## config.mk

```make
export PLATFORM = sky130hd
export DESIGN_NAME = echo_distance
export DESIGN_NICKNAME = d
export VERILOG_FILES = /design/src/rtl/echo_distance.sv
export SDC_FILE = /design/constraint.sdc
export NUM_CORES = 1
export LEC_CHECK = 0
export CAP_MARGIN = 15
export CORE_MARGIN = 2
export CORE_UTILIZATION = 45
export DETAILED_ROUTE_END_ITERATION = 10
export SYNTH_ARGS = -nofsm -noshare
export SYNTH_HDL_FRONTEND = slang
export SYNTH_SLANG_ARGS = --single-unit
export TNS_END_PERCENT = 100
```

## constraint.sdc

```tcl
create_clock -name clk -period 2.61 [get_ports clk]
set_clock_uncertainty 0.2 [all_clocks]
set_input_delay 0.261 -clock clk [delete_from_list [all_inputs] [get_ports clk]]
set_output_delay 0.261 -clock clk [all_outputs]
set_load 0.03 [all_outputs]
```

## src/rtl/echo_distance.sv

```systemverilog
// Converts an ultrasonic echo pulse width (clk cycles) to centimetres with a
// serial restoring divider, flags out-of-range/missing echoes and drives a hysteretic alarm.
module echo_distance #(
   parameter int CNT_W        = 24,
   parameter int DIST_W       = 9,
   parameter int CYC_PER_CM   = 2900,
   parameter int MAX_CM       = 400,
   parameter int ALARM_ON_CM  = 20,
   parameter int ALARM_OFF_CM = 25,
   parameter int TIMEOUT_CYC  = 15000000
) (
   input  logic              clk,
   input  logic              rst,
   input  logic              echo_pin,
   input  logic [CNT_W-1:0]  echo_counter,
   output logic [DIST_W-1:0] distance_cm,
   output logic              dist_valid,
   output logic              out_of_range,
   output logic              no_echo,
   output logic              busy,
   output logic              alarm
);

   localparam int RW     = CNT_W + 1;
   localparam int TW     = CNT_W + 2;
   localparam int ITER_W = $clog2(CNT_W + 1);
   localparam int TMO_W  = $clog2(TIMEOUT_CYC + 1);
   localparam logic [TW-1:0] DIVISOR = TW'(CYC_PER_CM);

   typedef enum logic [1:0] {IDLE, CAPTURE, DIVIDE, DONE} state_t;

   state_t              state, state_nx;
   logic                echo_d;
   logic                fall;
   logic [CNT_W-1:0]    quot;
   logic [RW-1:0]       rem;
   logic [TW-1:0]       trial;
   logic                take;
   logic [ITER_W-1:0]   iter;
   logic [TMO_W-1:0]    tmo;

   assign fall = echo_d & ~echo_pin;

   // One restoring-division step: shift in the next dividend bit, subtract if it fits.
   assign trial = {rem, quot[CNT_W-1]};
   assign take  = (trial >= DIVISOR);

   always_ff @(posedge clk) begin
      if (rst) state <= IDLE;
      else     state <= state_nx;
   end

   // NOTE: every combinational output gets a default first so no latch is inferred.
   always_comb begin
      state_nx = state;
      busy     = 1'b1;
      unique case (state)
         IDLE: begin
            busy = 1'b0;
            if (fall) state_nx = CAPTURE;
         end
         CAPTURE: state_nx = DIVIDE;
         DIVIDE:  if (iter == ITER_W'(CNT_W - 1)) state_nx = DONE;
         DONE:    state_nx = IDLE;
         default: state_nx = IDLE;
      endcase
   end

   // NOTE: sequential state uses non-blocking assignments so all registers update together.
   always_ff @(posedge clk) begin
      if (rst) begin
         echo_d       <= 1'b0;
         quot         <= '0;
         rem          <= '0;
         iter         <= '0;
         tmo          <= '0;
         distance_cm  <= '0;
         dist_valid   <= 1'b0;
         out_of_range <= 1'b0;
         no_echo      <= 1'b0;
         alarm        <= 1'b0;
      end else begin
         echo_d     <= echo_pin;
         dist_valid <= (state == DONE);

         // Any fall, even one ignored while busy, proves the sensor is alive.
         if (fall)                             tmo <= '0;
         else if (tmo != TMO_W'(TIMEOUT_CYC)) tmo <= tmo + 1'b1;
         no_echo <= (tmo == TMO_W'(TIMEOUT_CYC));

         unique case (state)
            CAPTURE: begin
               quot <= echo_counter;
               rem  <= '0;
               iter <= '0;
            end
            DIVIDE: begin
               quot <= {quot[CNT_W-2:0], take};
               rem  <= take ? RW'(trial - DIVISOR) : RW'(trial);
               iter <= iter + 1'b1;
            end
            DONE: begin
               if (quot == '0) begin
                  distance_cm  <= '0;
                  out_of_range <= 1'b1;
               end else if (quot > CNT_W'(MAX_CM)) begin
                  distance_cm  <= DIST_W'(MAX_CM);
                  out_of_range <= 1'b1;
                  alarm        <= 1'b0;
               end else begin
                  distance_cm  <= quot[DIST_W-1:0];
                  out_of_range <= 1'b0;
                  if (quot <= CNT_W'(ALARM_ON_CM))       alarm <= 1'b1;
                  else if (quot >= CNT_W'(ALARM_OFF_CM)) alarm <= 1'b0;
               end
            end
            default: ;
         endcase
      end
   end

endmodule

```

---- Yosys cells after proc, flatten, opt, wreduce, memory -nomap -nowiden ----
Cells that the tools add are included.
operators by class
  $add $sub $neg .......................... 3
  multiply operators ...................... 0
  div/mod/pow operators ................... 0
  order comparisons ....................... 4
  equality and inequality tests ........... 8
  shift operators ......................... 0
  muxes and demuxes ....................... 15
  bitwise operators ....................... 3
  reduce and logical (&&, ||, !) cells .... 7
operators by type and width
  cell                                                             count
  one-hot mux 25 bit (2 select lines)                              1
  one-hot mux 24 bit (2 select lines)                              1
  >= comparator 26 x 12 -> 1 bit, second input constant            1
  two-way mux 25 bit                                               1
  subtractor 25 x 12 -> 25 bit, second input constant              1
  adder 24 x 1 -> 24 bit, second input constant                    1
  == test 24 bit, second input constant                            1
  >= comparator 24 x 5 -> 1 bit, second input constant             1
  greater-than comparator 24 x 9 -> 1 bit, second input constant   1
  less-or-equal comparator 24 x 5 -> 1 bit, second input constant  1
  logical NOT 24 bit                                               1
  != test 24 bit, second input constant                            1
  two-way mux 9 bit                                                2
  one-hot mux 5 bit (2 select lines)                               1
  one-hot mux 2 bit (4 select lines)                               1
  two-way mux 1 bit                                                6
  adder 5 x 1 -> 5 bit, second input constant                      1
  == test 5 bit, second input constant                             1
  == test 2 bit, second input constant                             2
  two-way mux 2 bit                                                2
  != test 2 bit, second input constant                             2
  AND reduction 3 bit                                              1
  nonzero test 3 bit                                               1
  == test 2 x 1 -> 1 bit, second input constant                    1
  6 further kinds                                                  7
word-level totals
  register bits after elaboration ......... 94
  latch bits .............................. 0
  RAM bits ................................ 0
  bits in read-only memories .............. 0
  input port bits ......................... 27
  output and inout port bits .............. 14
  logic and storage cells ................. 51
  memories ................................ 0

---- Longest topological paths before layout ----
Gate-level depths: netlist of the first run.
  depth in word-level cells ............... 4
  depth in mapped cells ................... 9
  mapped depth without buffers ............ 8

---- Least setup slack after synthesis of the first run ----
Ideal clock, no wire load.
  path type ............................... reg-to-reg
  start ................................... register rem[11]
  end ..................................... register rem[3]
  setup time .............................. 74 ps
  arrival time ............................ 1,993 ps
  data required time ...................... 2,336 ps
  setup slack ............................. 343 ps
  cell stages (with the launch flop) ...... 7
  path buffers ............................ 0
  clock period less this slack ............ 2,267 ps
  cell sequence ........................... dfxtp_1 or4_4 or3_4 nand3b_4 nor2_4 mux2_2 o21ai_0
between the ends
  word-level cells in the longest chain between the ends .. 3
RTL lines
  item                                 RTL line  RTL
  from (decl)                          36        logic [RW-1:0] rem;
  from (signal assigned)               99        rem <= take ? RW'(trial - DIVISOR) : RW'(trial);
  >= comparator 26 x 12 -> 1 bit       46        assign take = (trial >= DIVISOR);
  two-way mux 25 bit                   99
  one-hot mux 25 bit (2 select lines)  91        unique case (state)
No other way between the ends.
A chain may end at the register's enable or synchronous reset.

---- Worst setup path in the final report of the first run ----
  start ................................... register rem[11]
  end ..................................... register rem[6]
The elaborated chain is that of the path after synthesis.

==> impl_metrics.yaml, run 1 <==
sta:
  finalHoldViolCount: 0
  min_period_ps: 2410
  slew_violations: 0
  setup_viol: 0
  max_freq_ghz: 0.415
  worst_pin_slew_ps: 573
  setup_ws_ps: 202
  relSlewSlack_pct: 61.5
  holdWs_ps: 150
  fin_tns_setup_ps: 0
  rsz0062_at_grt: "false"
  timing.final.crit_share_pct: 92.3
yosys:
  syn_inst: 521
  yosysSeqAreaShare_pct: 41.8
  synth_most_common_cell: "dfxtp_1"
  yosys_warnings: 0
  ys_ff_latch: 94
  synth_area_leaders: "dfxtp_1 42%, xor2_1 7.4%, nor2_1 5.9%"
  syn_nets: 556
  synth_area_um2: 4500
  synth_edf_count: 0
  synth_cell_types: 52
  synthTopCellsByCount: "94 x dfxtp_1, 71 x nor2_1, 38 x xor2_1"
  syn_avg_cell_area_um2: 8.64
  synth.largest_area_cell: "dfxtp_1"
  synth_top_area_share_pct: 41.8
  synthArstFlopShare_pct: 0
  ys.flop_type: "dfxtp_1"
floorplanning:
  pin_count: 41
  die_width_um: 104
  start_util_pct: 46.3
  core_um2: 9730
  die_height_um: 104
  rows: 36
  die_area_um2: 10800
place:
  hpwl_um: 6760
  preCtsSetupSlack_ps: 111
  finalWeightedCongestion: 0.819
  portBuffers: 40
grt:
  grt_first_pass_wirelength_um: 15900
  antenna_found_initial: 0
  grt_max_degree: 57
  grt_pass1_vias: 3346
  grt_use_total_pct: 17.9
  overflow: 0
run:
  maxCapViolCount: 0
finish:
  areaGrowthSynthToFinish_pct: 16.8
  multi_input_area_um2: 2460
  fillers: 915
  drive_gt1_share_pct: 7.18
  seqCellArea_um2: 1880
  antenna_cells: 0
  final_net_count: 587
detailed_routing:
  viasPerCell: 5.25
  wl_um: 9430
  dr.pass1.iters: 4
  drtIter0Drc: 148
  drc: 0
  avgRoutedWirePerCell_um: 13.7
  dr_total_vias: 3623
  drtAntennaViolNets: 0
clock_tree:
  clkSlewWorstSetupHoldPaths_ps: 90
  htreeDepth: 3
  post_cts_resized: 0
  cts_sinks: 94
  clkLatencyLatePin_ps: 360
  cts_buffers: 9
  cts-root-buf: "clkbuf_8"
  hold_buffers: 0
  ctsLongestPathBuffers: 2
  cts_tree: "yes"
  post_cts_buffers: 0
setup_path:
  slowest_delay_ps: 550
  cp-start-kind: "flop"
  end_kind: "flop"
  crit_fanout: 13
  crit_type: "flop to flop"
  crit_required_ps: 2640
  crit_chain: "or4_4 > or3_4 > nand3b_4 > buf_4 > o21ai_0 > xor2_1 > o21ai_0"
  cp_data_arrival_time_ps: 2440
  cpMostUsedCell: "o21ai_0"
  critPathSlowestCell: "or4_4"
power_and_ir_drop:
  finalPower_mw: 4.02
  ir_worst_vdd_uv: 459
  power.density_nw_per_um2: 765
  p_leak_nw: 1.89
worst_hold_path:
  min_path_type: "input pin to flop"
status:
  status: "finished, final reports clean"
-- final timing paths --
check / from / to / slack [ps] / depth (start not counted)
worst max register to register: rem[11] / rem[6] / 200 / 7
worst min register to register: rem[24] / rem[24] / 280 / 2
worst max-delay path: rem[11] / rem[6] / 200 / 7
worst min-delay path: rst / state[1] / 150 / 2
-- cell usage in the layout, fill, tap and decap left out, types with 4 or more instances in the layout --
cell              n
a211oi_1         28
a21oi_1          18
a22o_1            4
and3_1           11
buf_4            11
clkbuf_8         10
clkdlybuf4s50_1  39
dfxtp_1          94
ha_1              7
inv_1            12
mux2i_1          24
nand2_1          33
nand2b_1         11
nand3_1          23
nand3b_1          7
nand4_1           7
nand4b_1          4
nor2_1           71
nor2b_1           5
nor3_1            5
nor4_1            7
o21ai_0          30
o21ai_1           5
xnor2_1           7
xor2_1           38
-- metrics by stage --
| stage | instances | cell area, µm² | util (%) |
|---|---|---|---|
| after floorplan | 521 | 4500 | - |
| after global placement | 674 | 5020 | 51.6 |
| after detailed placement | 674 | 5020 | 51.6 |
| after CTS | 690 | 5250 | 54.0 |
| after global routing | 690 | 5260 | 54.1 |
| final | 690 | 5260 | 54.1 |
-- final cells by class --
| class | count | share of cell area (%) |
|---|---|---|
| tap | 133 | 3.16 |
| inverter | 12 | 0.856 |
| clock buffer | 10 | 2.62 |
| multi-input combinational | 384 | 46.8 |
| timing repair buffer | 51 | 9.09 |
| sequential | 94 | 35.8 |
| clock inverter | 6 | 1.74 |
-- flip-flops by register name, summed over array words and instances, names as in the netlist --
| signal | cells |
|---|---|
| out_of_range | 1 |
| no_echo | 1 |
| distance_cm | 9 |
| alarm | 1 |
| iter | 5 |
| state | 2 |
| dist_valid | 1 |
| rem | 25 |
| tmo | 24 |
| quot | 24 |
| echo_d | 1 |
-- kinds of logic (layout without fill, tap and decap cells) --
kind of cell / Yosys count / after routing / synth area share (%)
xor+xnor: 45 / 45 / 8.75
flops: 94 / 94 / 41.8
fa+ha+maj: 8 / 8 / 2.22
compound gates: 103 / 103 / 14.7
buf+inv: 43 / 79 / 3.81
simple gates: 203 / 203 / 23.1
mux: 25 / 25 / 5.58
-- per-layer routing --
metal	share of wire, %	global-route usage [%]	up-vias
met5	0	0	-
met4	0.63	4.63	0
met3	5.2	4.76	4
met2	45	27.7	62
met1	49	24.6	1664
li1	-	-	1893
-- critical path, delay by kind of cell (launching register included) --
kind | cells | cell delay, ps
buffers and inverters | 1 | 190
XOR/XNOR | 1 | 170
AO/OA/AOI/OAI | 2 | 290
AND/OR/NAND/NOR | 3 | 1080
flip-flops | 1 | 360
-- power by group --
group | internal, mW | switching [mW]
Clock | 0.575 | 0.523
Combinational | 0.458 | 0.613
Sequential | 1.63 | 0.222
Note: power is estimated with default switching activity, not from simulation.
==> run 2: changes to the inputs <==
--- a/config.mk
+++ b/config.mk
@@ -7,8 +7,11 @@
 export LEC_CHECK = 0
 export CAP_MARGIN = 15
 export CORE_MARGIN = 2
-export CORE_UTILIZATION = 45
+export CORE_UTILIZATION = 50
 export DETAILED_ROUTE_END_ITERATION = 10
+export MAX_ROUTING_LAYER = met4
+export PLACE_DENSITY = 0.71
+export SLEW_MARGIN = 20
 export SYNTH_ARGS = -nofsm -noshare
 export SYNTH_HDL_FRONTEND = slang
 export SYNTH_SLANG_ARGS = --single-unit
==> run 2 against run 1 <==
  * Wire length fell by 5.2%
  * Sequential power is essentially flat
  * Worst hold slack improved by 120 ps
  * Sequential cell count is the same
  * Count of clock-buffer cells in the layout is 1 higher
  * Clock power shrank 20%
  * Register-to-register slack got worse by 40 ps
  * Power down 5.7%
  * Non-clock buffer count is the same
  * Die area down 9.6%
  * Fmax fell by 1.8%
  * Largest cell class unchanged
==> impl_metrics.yaml, run 2 (same netlist as run 1, synthesis figures left out) <==
power_and_ir_drop:
  power.density_nw_per_um2: 733
  p_leak_nw: 1.85
  ir_worst_vdd_uv: 428
  finalPower_mw: 3.80
clock_tree:
  cts_buffers: 9
  cts-root-buf: "clkbuf_8"
  clkLatencyLatePin_ps: 360
  cts_sinks: 94
  htreeDepth: 3
  cts_tree: "yes"
  clkSlewWorstSetupHoldPaths_ps: 100
  ctsLongestPathBuffers: 2
  hold_buffers: 0
finish:
  final_net_count: 587
  antenna_cells: 0
  drive_gt1_share_pct: 6.82
  areaGrowthSynthToFinish_pct: 15.1
  largest-register: "rem"
  largest_reg_flops: 25
  final_cell_mix: "94 x dfxtp_1, 71 x nor2_1, 40 x clkdlybuf4s50_1"
  final_common_cell: "dfxtp_1"
  reg_top3: "rem x25, quot x24, tmo x24"
sta:
  timing.final.crit_share_pct: 93.9
  setup_viol: 0
  relSlewSlack_pct: 61.8
  min_period_ps: 2450
  slew_violations: 0
  worst_pin_slew_ps: 566
  fin_tns_setup_ps: 0
  max_freq_ghz: 0.408
  rsz0062_at_grt: "false"
  holdWs_ps: 273
  finalHoldViolCount: 0
grt:
  overflow: 0
  grt_pass1_vias: 3287
  grt_first_pass_wirelength_um: 15200
  grt_use_total_pct: 19.4
  grt_max_degree: 56
  antenna_found_initial: 0
floorplanning:
  rows: 34
  die_width_um: 98.9
  die_height_um: 98.9
  pin_count: 41
  core_um2: 8720
  die_area_um2: 9780
  start_util_pct: 51.6
detailed_routing:
  avgRoutedWirePerCell_um: 13.4
  drtAntennaViolNets: 0
  wl_um: 8940
  viasPerCell: 5.45
  drc: 0
  dr_total_vias: 3622
  dr.pass1.iters: 4
  drtIter0Drc: 151
place:
  portBuffers: 40
  hpwl_um: 6300
  finalWeightedCongestion: 0.884
setup_path:
  cp_data_arrival_time_ps: 2520
  crit_required_ps: 2680
  crit_fanout: 8
  crit_type: "flop to flop"
  end_kind: "flop"
  cp-start-kind: "flop"
worst_hold_path:
  min_path_type: "flop to flop"
run:
  maxCapViolCount: 0
status:
  status: "finished, final reports clean"
run 2: layout make-up:
type                    instances  area [µm²]
fillers                       769        3540
multi-input cells             384        2460
flip-flops and latches         94        1880
repair buffers                 51         483
well taps                     108         135
clock buffers                  11         131
inverters                      12        45.0
clock inverters                 5        42.5
run 2: worst paths after layout:
kind	cells past startpoint	slack (ps)	end	from
max	6	160	rem[3]	rem[11]
min	2	270	rem[24]	rem[24]
max reg2reg	6	160	rem[3]	rem[11]
min reg2reg	2	270	rem[24]	rem[24]
run 2: power by group:
| part | switching, mW | internal (mW) |
|---|---|---|
| registers | 0.211 | 1.63 |
| logic | 0.616 | 0.457 |
| clock network | 0.522 | 0.358 |
run 2: timing repair:
| action | 4_1_cts | 5_1_grt |
|---|---|---|
| endpoints found under the setup margin | 0 | 6 |
| resized for setup | 0 | 2 |
| setup buffers | 0 | 0 |
run 2: layer usage:
metal / part of all wire (%) / global-route usage [%]
met3: 3.4 / 3.33
met1: 49 / 25.7
met2: 46 / 29.0
met5: 0 / -
met4: 1.7 / 8.64
run 2: critical path, stage by stage, from the launching register on:
cell and delay (ps):
dfxtp_1 360, or4_4 550, or3_4 350, nand3b_4 220, nor2_4 220, mux2_2 350
o21ai_0 130
run 2: stage by stage:
stage	utilization [%]	setup slack [ps]	area, µm²	cells
2_1_floorplan	-	343	4500	521
3_3_place_gp	57.3	205	5000	649
3_5_place_dp	57.3	57.2	5000	649
4_1_cts	59.3	52.5	5170	665
5_1_grt	59.4	8.24	5180	665
6_report	59.4	158	5180	665
